### src/rtl/seg7_pkg.sv
// Shared types and constants for the 4-digit seven-segment scan counter.
// Segment patterns are active low: bit0 = a ... bit6 = g.
package seg7_pkg;

    localparam int NUM_DIGITS = 4;

    typedef logic [3:0] bcd_t;

    localparam logic [6:0] SEG_0     = 7'h40;
    localparam logic [6:0] SEG_1     = 7'h79;
    localparam logic [6:0] SEG_2     = 7'h24;
    localparam logic [6:0] SEG_3     = 7'h30;
    localparam logic [6:0] SEG_4     = 7'h19;
    localparam logic [6:0] SEG_5     = 7'h12;
    localparam logic [6:0] SEG_6     = 7'h02;
    localparam logic [6:0] SEG_7     = 7'h78;
    localparam logic [6:0] SEG_8     = 7'h00;
    localparam logic [6:0] SEG_9     = 7'h10;
    localparam logic [6:0] SEG_BLANK = 7'h7F;

    localparam logic [3:0] AN_OFF    = 4'hF;

endpackage

### src/rtl/seg7_decode.sv
// Combinational BCD to active-low seven-segment pattern, with forced blank.
module seg7_decode
    import seg7_pkg::*;
(
    input  bcd_t       i_bcd,
    input  logic       i_blank,
    output logic [6:0] o_seg
);

    always_comb begin
        o_seg = SEG_BLANK;
        if (!i_blank) begin
            case (i_bcd)
                4'd0:    o_seg = SEG_0;
                4'd1:    o_seg = SEG_1;
                4'd2:    o_seg = SEG_2;
                4'd3:    o_seg = SEG_3;
                4'd4:    o_seg = SEG_4;
                4'd5:    o_seg = SEG_5;
                4'd6:    o_seg = SEG_6;
                4'd7:    o_seg = SEG_7;
                4'd8:    o_seg = SEG_8;
                4'd9:    o_seg = SEG_9;
                default: o_seg = SEG_BLANK;
            endcase
        end
    end

endmodule

### src/rtl/seg7_scan_counter.sv
// 4-digit BCD tick counter driving a multiplexed common-anode display.
// Each digit slot opens with one dark cycle to suppress ghosting.
module seg7_scan_counter
    import seg7_pkg::*;
#(
    parameter int REFRESH_COUNT = 100_000,
    parameter bit LZ_BLANK      = 1'b0
) (
    input  logic       i_clk,
    input  logic       i_rst,
    input  logic       i_tick,
    input  logic       i_clr,
    output logic [3:0] o_an,
    output logic [6:0] o_seg,
    output logic       o_dp,
    output logic       o_wrap
);

    localparam int            RW       = (REFRESH_COUNT > 1) ? $clog2(REFRESH_COUNT) : 1;
    localparam logic [RW-1:0] REF_LAST = RW'(REFRESH_COUNT - 1);

    bcd_t [NUM_DIGITS-1:0] d_q, d_d;
    logic [RW-1:0]         ref_cnt_q, ref_cnt_d;
    logic [1:0]            idx_q, idx_d;
    logic [3:0]            an_q, an_d;
    logic [6:0]            seg_q, seg_d;
    logic                  wrap_q, wrap_d;

    logic                  carry;
    logic [NUM_DIGITS-1:0] upper_zero;
    logic                  all_zero;
    logic                  lz_blank;
    logic [6:0]            dec_seg;

    // Ripple the tick through the digits in one cycle; clear has priority.
    always_comb begin
        d_d    = d_q;
        wrap_d = 1'b0;
        carry  = 1'b0;
        if (i_clr) begin
            d_d = '0;
        end else if (i_tick) begin
            carry = 1'b1;
            for (int i = 0; i < NUM_DIGITS; i++) begin
                if (carry) begin
                    if (d_q[i] == 4'd9) begin
                        d_d[i] = 4'd0;
                    end else begin
                        d_d[i] = d_q[i] + 4'd1;
                        carry  = 1'b0;
                    end
                end
            end
            wrap_d = carry;
        end
    end

    always_comb begin
        ref_cnt_d = ref_cnt_q + RW'(1);
        idx_d     = idx_q;
        if (ref_cnt_q == REF_LAST) begin
            ref_cnt_d = '0;
            idx_d     = idx_q + 2'd1;
        end
    end

    // upper_zero[n] is set when digit n and every digit above it are zero.
    always_comb begin
        upper_zero = '0;
        for (int i = 0; i < NUM_DIGITS; i++) begin
            all_zero = 1'b1;
            for (int j = i; j < NUM_DIGITS; j++) begin
                all_zero = all_zero && (d_q[j] == 4'd0);
            end
            upper_zero[i] = all_zero;
        end
    end

    assign lz_blank = LZ_BLANK && (idx_q != 2'd0) && upper_zero[idx_q];

    seg7_decode u_decode (
        .i_bcd   (d_q[idx_q]),
        .i_blank (lz_blank),
        .o_seg   (dec_seg)
    );

    always_comb begin
        an_d  = AN_OFF;
        seg_d = SEG_BLANK;
        if (ref_cnt_q != '0) begin
            an_d  = ~(4'b0001 << idx_q);
            seg_d = dec_seg;
        end
    end

    always_ff @(posedge i_clk or posedge i_rst) begin
        if (i_rst) begin
            d_q       <= '0;
            ref_cnt_q <= '0;
            idx_q     <= 2'd0;
            an_q      <= AN_OFF;
            seg_q     <= SEG_BLANK;
            wrap_q    <= 1'b0;
        end else begin
            d_q       <= d_d;
            ref_cnt_q <= ref_cnt_d;
            idx_q     <= idx_d;
            an_q      <= an_d;
            seg_q     <= seg_d;
            wrap_q    <= wrap_d;
        end
    end

    assign o_an   = an_q;
    assign o_seg  = seg_q;
    assign o_dp   = 1'b1;
    assign o_wrap = wrap_q;

endmodule

### config.mk
export PLATFORM = sky130hd
export DESIGN_NAME = seg7_scan_counter
export DESIGN_NICKNAME = d
export VERILOG_FILES = /design/src/rtl/seg7_pkg.sv /design/src/rtl/seg7_decode.sv /design/src/rtl/seg7_scan_counter.sv
export SDC_FILE = /design/constraint.sdc
export NUM_CORES = 1
export LEC_CHECK = 0
export ABC_AREA = 1
export CORE_MARGIN = 2
export CORE_UTILIZATION = 64
export DETAILED_ROUTE_END_ITERATION = 10
export PLACE_DENSITY_LB_ADDON = 0.12
export SLEW_MARGIN = 30
export SYNTH_ARGS = -nofsm -noshare
export SYNTH_HDL_FRONTEND = slang
export SYNTH_SLANG_ARGS = --single-unit
export TNS_END_PERCENT = 10
### constraint.sdc
create_clock -name i_clk -period 5.1 [get_ports i_clk]
set_clock_uncertainty 0.15 [all_clocks]
set_input_delay 1.53 -clock i_clk [delete_from_list [all_inputs] [get_ports i_clk]]
set_output_delay 1.53 -clock i_clk [all_outputs]
set_load 0.02 [all_outputs]
## After elaboration in Yosys (flattened, before gate mapping)

Memory sizes are Yosys's and may differ from the RTL's.
Index checks and enable logic that the tools add are counted.
W data, S select, Z words.

- Bits in read-only memories: 112
- Bits of input ports: 4
- Memories kept: 1
- Word-level logic and storage cells: 61
- Output and inout bits: 13
- Flip-flop bits (word level): 47

- Order comparisons: 1
- Reductions and logical operators: 8
- Add/sub/neg operators: 6
- Equal/unequal tests: 5
- Shift operators: 1
- Muxes and demuxes: 29
- Bitwise operators: 1

Memories:

| name | words | bits a word | rd ports | clocked after memory_dff | write ports | RTL line | text |
|---|---|---|---|---|---|---|---|
| (no name shown) | 16 | 7 | 1 | 0 | 0 | seg7_decode.sv:13 | `case (i_bcd)` |

Operators by type and width:

| kind | count |
|---|---|
| $mux W4 | 9 |
| $mux W16 | 2 |
| $add A17 B1 Y17 const B | 1 |
| $eq A17 B17 Y1 const B | 1 |
| $mux W17 | 1 |
| $reduce_bool A17 Y1 | 1 |
| $add A4 B1 Y4 const B | 4 |
| $eq A4 B4 Y1 const B | 4 |
| $mux W1 | 15 |
| $bmux W4 S2 | 1 |
| $reduce_bool A2 Y1 | 4 |
| $mux W7 | 1 |
| $reduce_and A2 Y1 | 3 |
| $not A4 Y4 | 1 |
| $shl A1 B2 Y4 const A | 1 |
| $lt A2 B3 Y1 const B | 1 |
| $add A2 B1 Y2 const B | 1 |

## Longest topological paths before layout

- Word-level depth: 13
- Mapped depth: 11
- Depth with buffers taken out: 10

## Hierarchy

Synthesis repeated with hierarchy kept, for this count alone.

- Cell total of the unflattened synthesis: 370
- Area, all modules: 2,854.0 µm²

By module, submodules not included:

| module | sequential area each (µm²) | cells each | instances | area an instance (µm²) |
|---|---|---|---|---|
| seg7_scan_counter | 1,189.9 | 333 | 1 | 2,645.0 |
| seg7_decode | 0.0 | 37 | 1 | 209.0 |

## Worst setup path after synthesis

No wires, ideal clock.

- Path type: input -> register
- Start: input i_clr
- End: register d_q[12] in the netlist's numbering
- Buffers on the path: 0
- Arrival time: 2.077 ns
- Slack: 2.756 ns
- Stages on the path: 7
- Library setup time: 0.117 ns
- Path through: inv_2 > nand2_1 > inv_1 > nor2_4 > nand2_2 > nand2_1 > nand2_1

- Longest elaborated chain between the ends: 2
- Elaborated cells between the ends (all ways): 4
- Those cells by class: mux: 1; reduce/logical: 3

Ends and longest elaborated chain:

| what | RTL line | text |
|---|---|---|
| start, declared | seg7_scan_counter.sv:12 | `input logic i_clr,` |
| $reduce_bool A2 Y1 (no line) | n/a |  |
| $reduce_and A2 Y1 (no line) | n/a |  |
| end signal, assigned | seg7_scan_counter.sv:98 | `d_q <= '0;` |
| end signal, assigned | seg7_scan_counter.sv:105 | `d_q <= d_d;` |
| end, declared | seg7_scan_counter.sv:22 | `bcd_t [NUM_DIGITS-1:0] d_q, d_d;` |

Several ways; a longest one is shown, not always the timed one.
A chain may end at the register's enable or synchronous reset.

## Worst setup path after layout

- Start: register an_q[2] (netlist: o_an[2])
- End: output o_an[2]

RTL lines:

| what | RTL line | text |
|---|---|---|
| start, declared | seg7_scan_counter.sv:25 | `logic [3:0] an_q, an_d;` |
| start signal, assigned | seg7_scan_counter.sv:108 | `an_q <= an_d;` |
| end, declared | seg7_scan_counter.sv:13 | `output logic [3:0] o_an,` |

No word-level cell between the ends.

==> summary.json <==
{
  "hold_depth": 1,
  "layout.cells.non_filler": 450,
  "mappedNetlistNets": 400,
  "number_of_iterations_in_the_first_detailed_routing_pass": 4,
  "cap_violations": 0,
  "synth_enable_flop_cells": 0,
  "die_width_um": 71.8,
  "power.ir.vdd_worst_mv": 0.233,
  "holdCritStartpoint": "ref_cnt_q[0]",
  "outcome": "finished, final reports clean",
  "routabilityCongestion": 0.992,
  "worst-r2r-cell-count": 9,
  "worstSetupPathType": "register to primary output",
  "areaGrowthSynthToFinish_pct": 10.2,
  "startpoint_type": "register",
  "n_antenna_cell": 0,
  "final.fill_count": 351,
  "cts-resized-gates": 0,
  "placement.io_buffers": 15,
  "total_power_w": 0.000944,
  "r2r-start": "idx_q[0]",
  "synth_area_per_cell_um2": 7.81,
  "cts.sinks": 47,
  "synth.ff_latch_count": 47,
  "timing.final.crit_share": 0.607,
  "min_path_type": "register to register",
  "tritoncts_clock_tree": "yes",
  "clk_latency_ns": 0.30,
  "multi_input_area_um2": 1520,
  "timing.final.hold_violations": 0,
  "cell_family_with_the_largest_share_of_critical_path_delay": "buffers and inverters",
  "timing.final.ws_setup_ns": 2.00,
  "critical_path_peak_fanout": 1,
  "remaining_drc_errors": 0,
  "cpPeakStageDelay_ns": 0.60,
  "synthTopCellsByArea": "sky130_fd_sc_hd__dfrtp_1 31%, sky130_fd_sc_hd__nand2_1 12%, sky130_fd_sc_hd__dfstp_2 9.8%",
  "final-seq-area_um2": 1190,
  "yosysTopAreaCell": "sky130_fd_sc_hd__dfrtp_1",
  "die_area_um2": 5160,
  "cp-end-kind": "primary output",
  "critical-path-slowest-cell": "sky130_fd_sc_hd__clkdlybuf4s50_1",
  "floorplan.initialDensity": 0.672,
  "yosys.area.top_type_share": 0.306,
  "antenna_violations_before_repair": 0,
  "design_area_um2": 3240,
  "synth.cell_area_um2": 2940,
  "std_cell_rows": 24,
  "cts.path.max_buffers": 2,
  "synth-main-ff-cell": "sky130_fd_sc_hd__dfrtp_1",
  "placed_cells_incl_taps": 442,
  "grt_first_pass_wirelength_mm": 10.2,
  "avgRoutedWirePerCell_um": 12.8,
  "vias": 2377,
  "crit_chain": "clkdlybuf4s50_1",
  "critical_path_cell_count": 1,
  "postCtsHoldBufs": 0,
  "synth_cell_type_count": 33,
  "report.final.slew_viol_count": 0,
  "synth_seq_area_share": 0.404,
  "crit_arrival_ns": 1.42,
  "max_slew.worst_pin.slew_ns": 0.771,
  "cts-root-buf": "sky130_fd_sc_hd__clkbuf_8",
  "post_cts_buffers": 0,
  "total_leakage_power_nw": 1.62,
  "synth_commonest_cells": "96 x sky130_fd_sc_hd__nand2_1, 47 x sky130_fd_sc_hd__inv_1, 46 x sky130_fd_sc_hd__nor2_1, 36 x sky130_fd_sc_hd__dfrtp_1, 35 x sky130_fd_sc_hd__nand3_1",
  "finalCriticalPeriod_ns": 3.10,
  "core_region_area_um2": 4380,
  "die_span_y_um": 71.8,
  "post_drt_via_cell_ratio": 5.28,
  "drtIter0Drc": 184,
  "detail-route-antenna-nets": 0,
  "hold_path_end": "ref_cnt_q[0]",
  "tritoncts.num_buffers": 5,
  "first_global_vias": 2258,
  "final_net_count": 420,
  "layout-drive-gt1-share": 0.148,
  "setup_viol_count_final": 0,
  "drt_wl_total_mm": 5.78,
  "hpwl_mm": 4.36,
  "fmax_ghz": 0.323,
  "setup_tns_ns": 0,
  "grt_usage": 0.253,
  "power_per_cell_area_nw_per_um2": 291,
  "clock_edge_transition_at_the_registers_on_the_reported_setup_and_hold_paths_ns": 0.08,
  "synthMostInstantiatedCell": "sky130_fd_sc_hd__nand2_1",
  "synth_cells": 377,
  "worst-endpoint-required_ns": 3.42,
  "async_flop_share": 1.00,
  "boundaryPins": 17,
  "detailedPlace.worstSlack_ns": 2.00,
  "ff2ff_setup_slack_ns": 3.18,
  "grt_max_degree": 48,
  "relSlewSlack": 0.485,
  "grt_remaining_overflow": 0,
  "ctsHtreeMaxLevel": 2,
  "dpl-instance-area_um2": 3140,
  "rsz0062_at_grt": "no",
  "yosys_warnings": 0,
  "critical_path.reg2reg.endpoint": "o_seg[6]",
  "cp.buffers_inverters": 1
}
-- how the worst max path moves through the flow --
| stage | from | to | slack (ns) |
|---|---|---|---|
| finish | o_an[2] | o_an[2] | 2.00 |
| global route | o_an[2] | o_an[2] | 1.96 |
| CTS | o_an[2] | o_an[2] | 1.98 |
| detailed placement | i_clr | d_q[12] | 2.00 |
| global placement | i_clr | d_q[12] | 2.08 |
| floorplan | i_rst | d_q[0] | 2.32 |
-- power breakdown --
part	switching [W]	internal, W
combinational	0.000136	0.0000982
clock	0.000118	0.000127
sequential	0.0000378	0.000428
total	0.000291	0.000653
-- cell usage in the layout, fill, tap and decap left out, types with 4 or more instances in the layout --
master / netlist / final
sky130_fd_sc_hd__clkbuf_8: 0 / 5
sky130_fd_sc_hd__clkdlybuf4s50_1: 0 / 15
sky130_fd_sc_hd__dfrtp_1: 36 / 36
sky130_fd_sc_hd__dfstp_2: 11 / 11
sky130_fd_sc_hd__ha_1: 19 / 19
sky130_fd_sc_hd__inv_1: 47 / 46
sky130_fd_sc_hd__inv_2: 8 / 8
sky130_fd_sc_hd__nand2_1: 96 / 96
sky130_fd_sc_hd__nand2_2: 8 / 8
sky130_fd_sc_hd__nand3_1: 35 / 35
sky130_fd_sc_hd__nand3_2: 6 / 6
sky130_fd_sc_hd__nand4_1: 10 / 10
sky130_fd_sc_hd__nor2_1: 46 / 46
sky130_fd_sc_hd__nor2_2: 4 / 4
sky130_fd_sc_hd__nor2_4: 4 / 4
sky130_fd_sc_hd__nor3_1: 4 / 4
sky130_fd_sc_hd__o21ai_0: 9 / 9
sky130_fd_sc_hd__xor2_1: 10 / 10
-- area by class of cell --
class,instances,share of cell area
tap,52,0.0201
timing repair buffer,15,0.0463
clock buffer,8,0.0312
inverter,57,0.0683
sequential,47,0.367
multi-input combinational,271,0.467
-- logic make-up after synthesis --
family / synth area share
other cells: 0.00127
xor+xnor: 0.0297
fa+ha+maj: 0.0807
buf+inv: 0.0812
compound gates: 0.0370
simple gates: 0.366
flops: 0.404
-- metal layers --
metal  share of wire  vias up  routed length [um]  global-route usage
met2            0.47       62                2690               0.400
met1            0.47     1083                2720               0.357
met4           0.012        0                  70              0.0818
met3           0.052        6                 298              0.0408
li1                -     1226                   -                   -
met5               0        -                   0                   0
-- registers in the layout, summed over array words and instances (netlist names) --
register   cells
o_an           4
idx_q          2
d_q           16
o_wrap         1
ref_cnt_q     17
o_seg          7
-- through the flow --
stage / utilization / hold slack, ns
after global placement: 0.716 / 0.322
final: 0.740 / 0.338
after detailed placement: 0.716 / 0.327
after floorplan: - / 0.300
after CTS: 0.739 / 0.341
after global routing: 0.740 / 0.378
No activity file was read; power rests on OpenSTA's default activity.
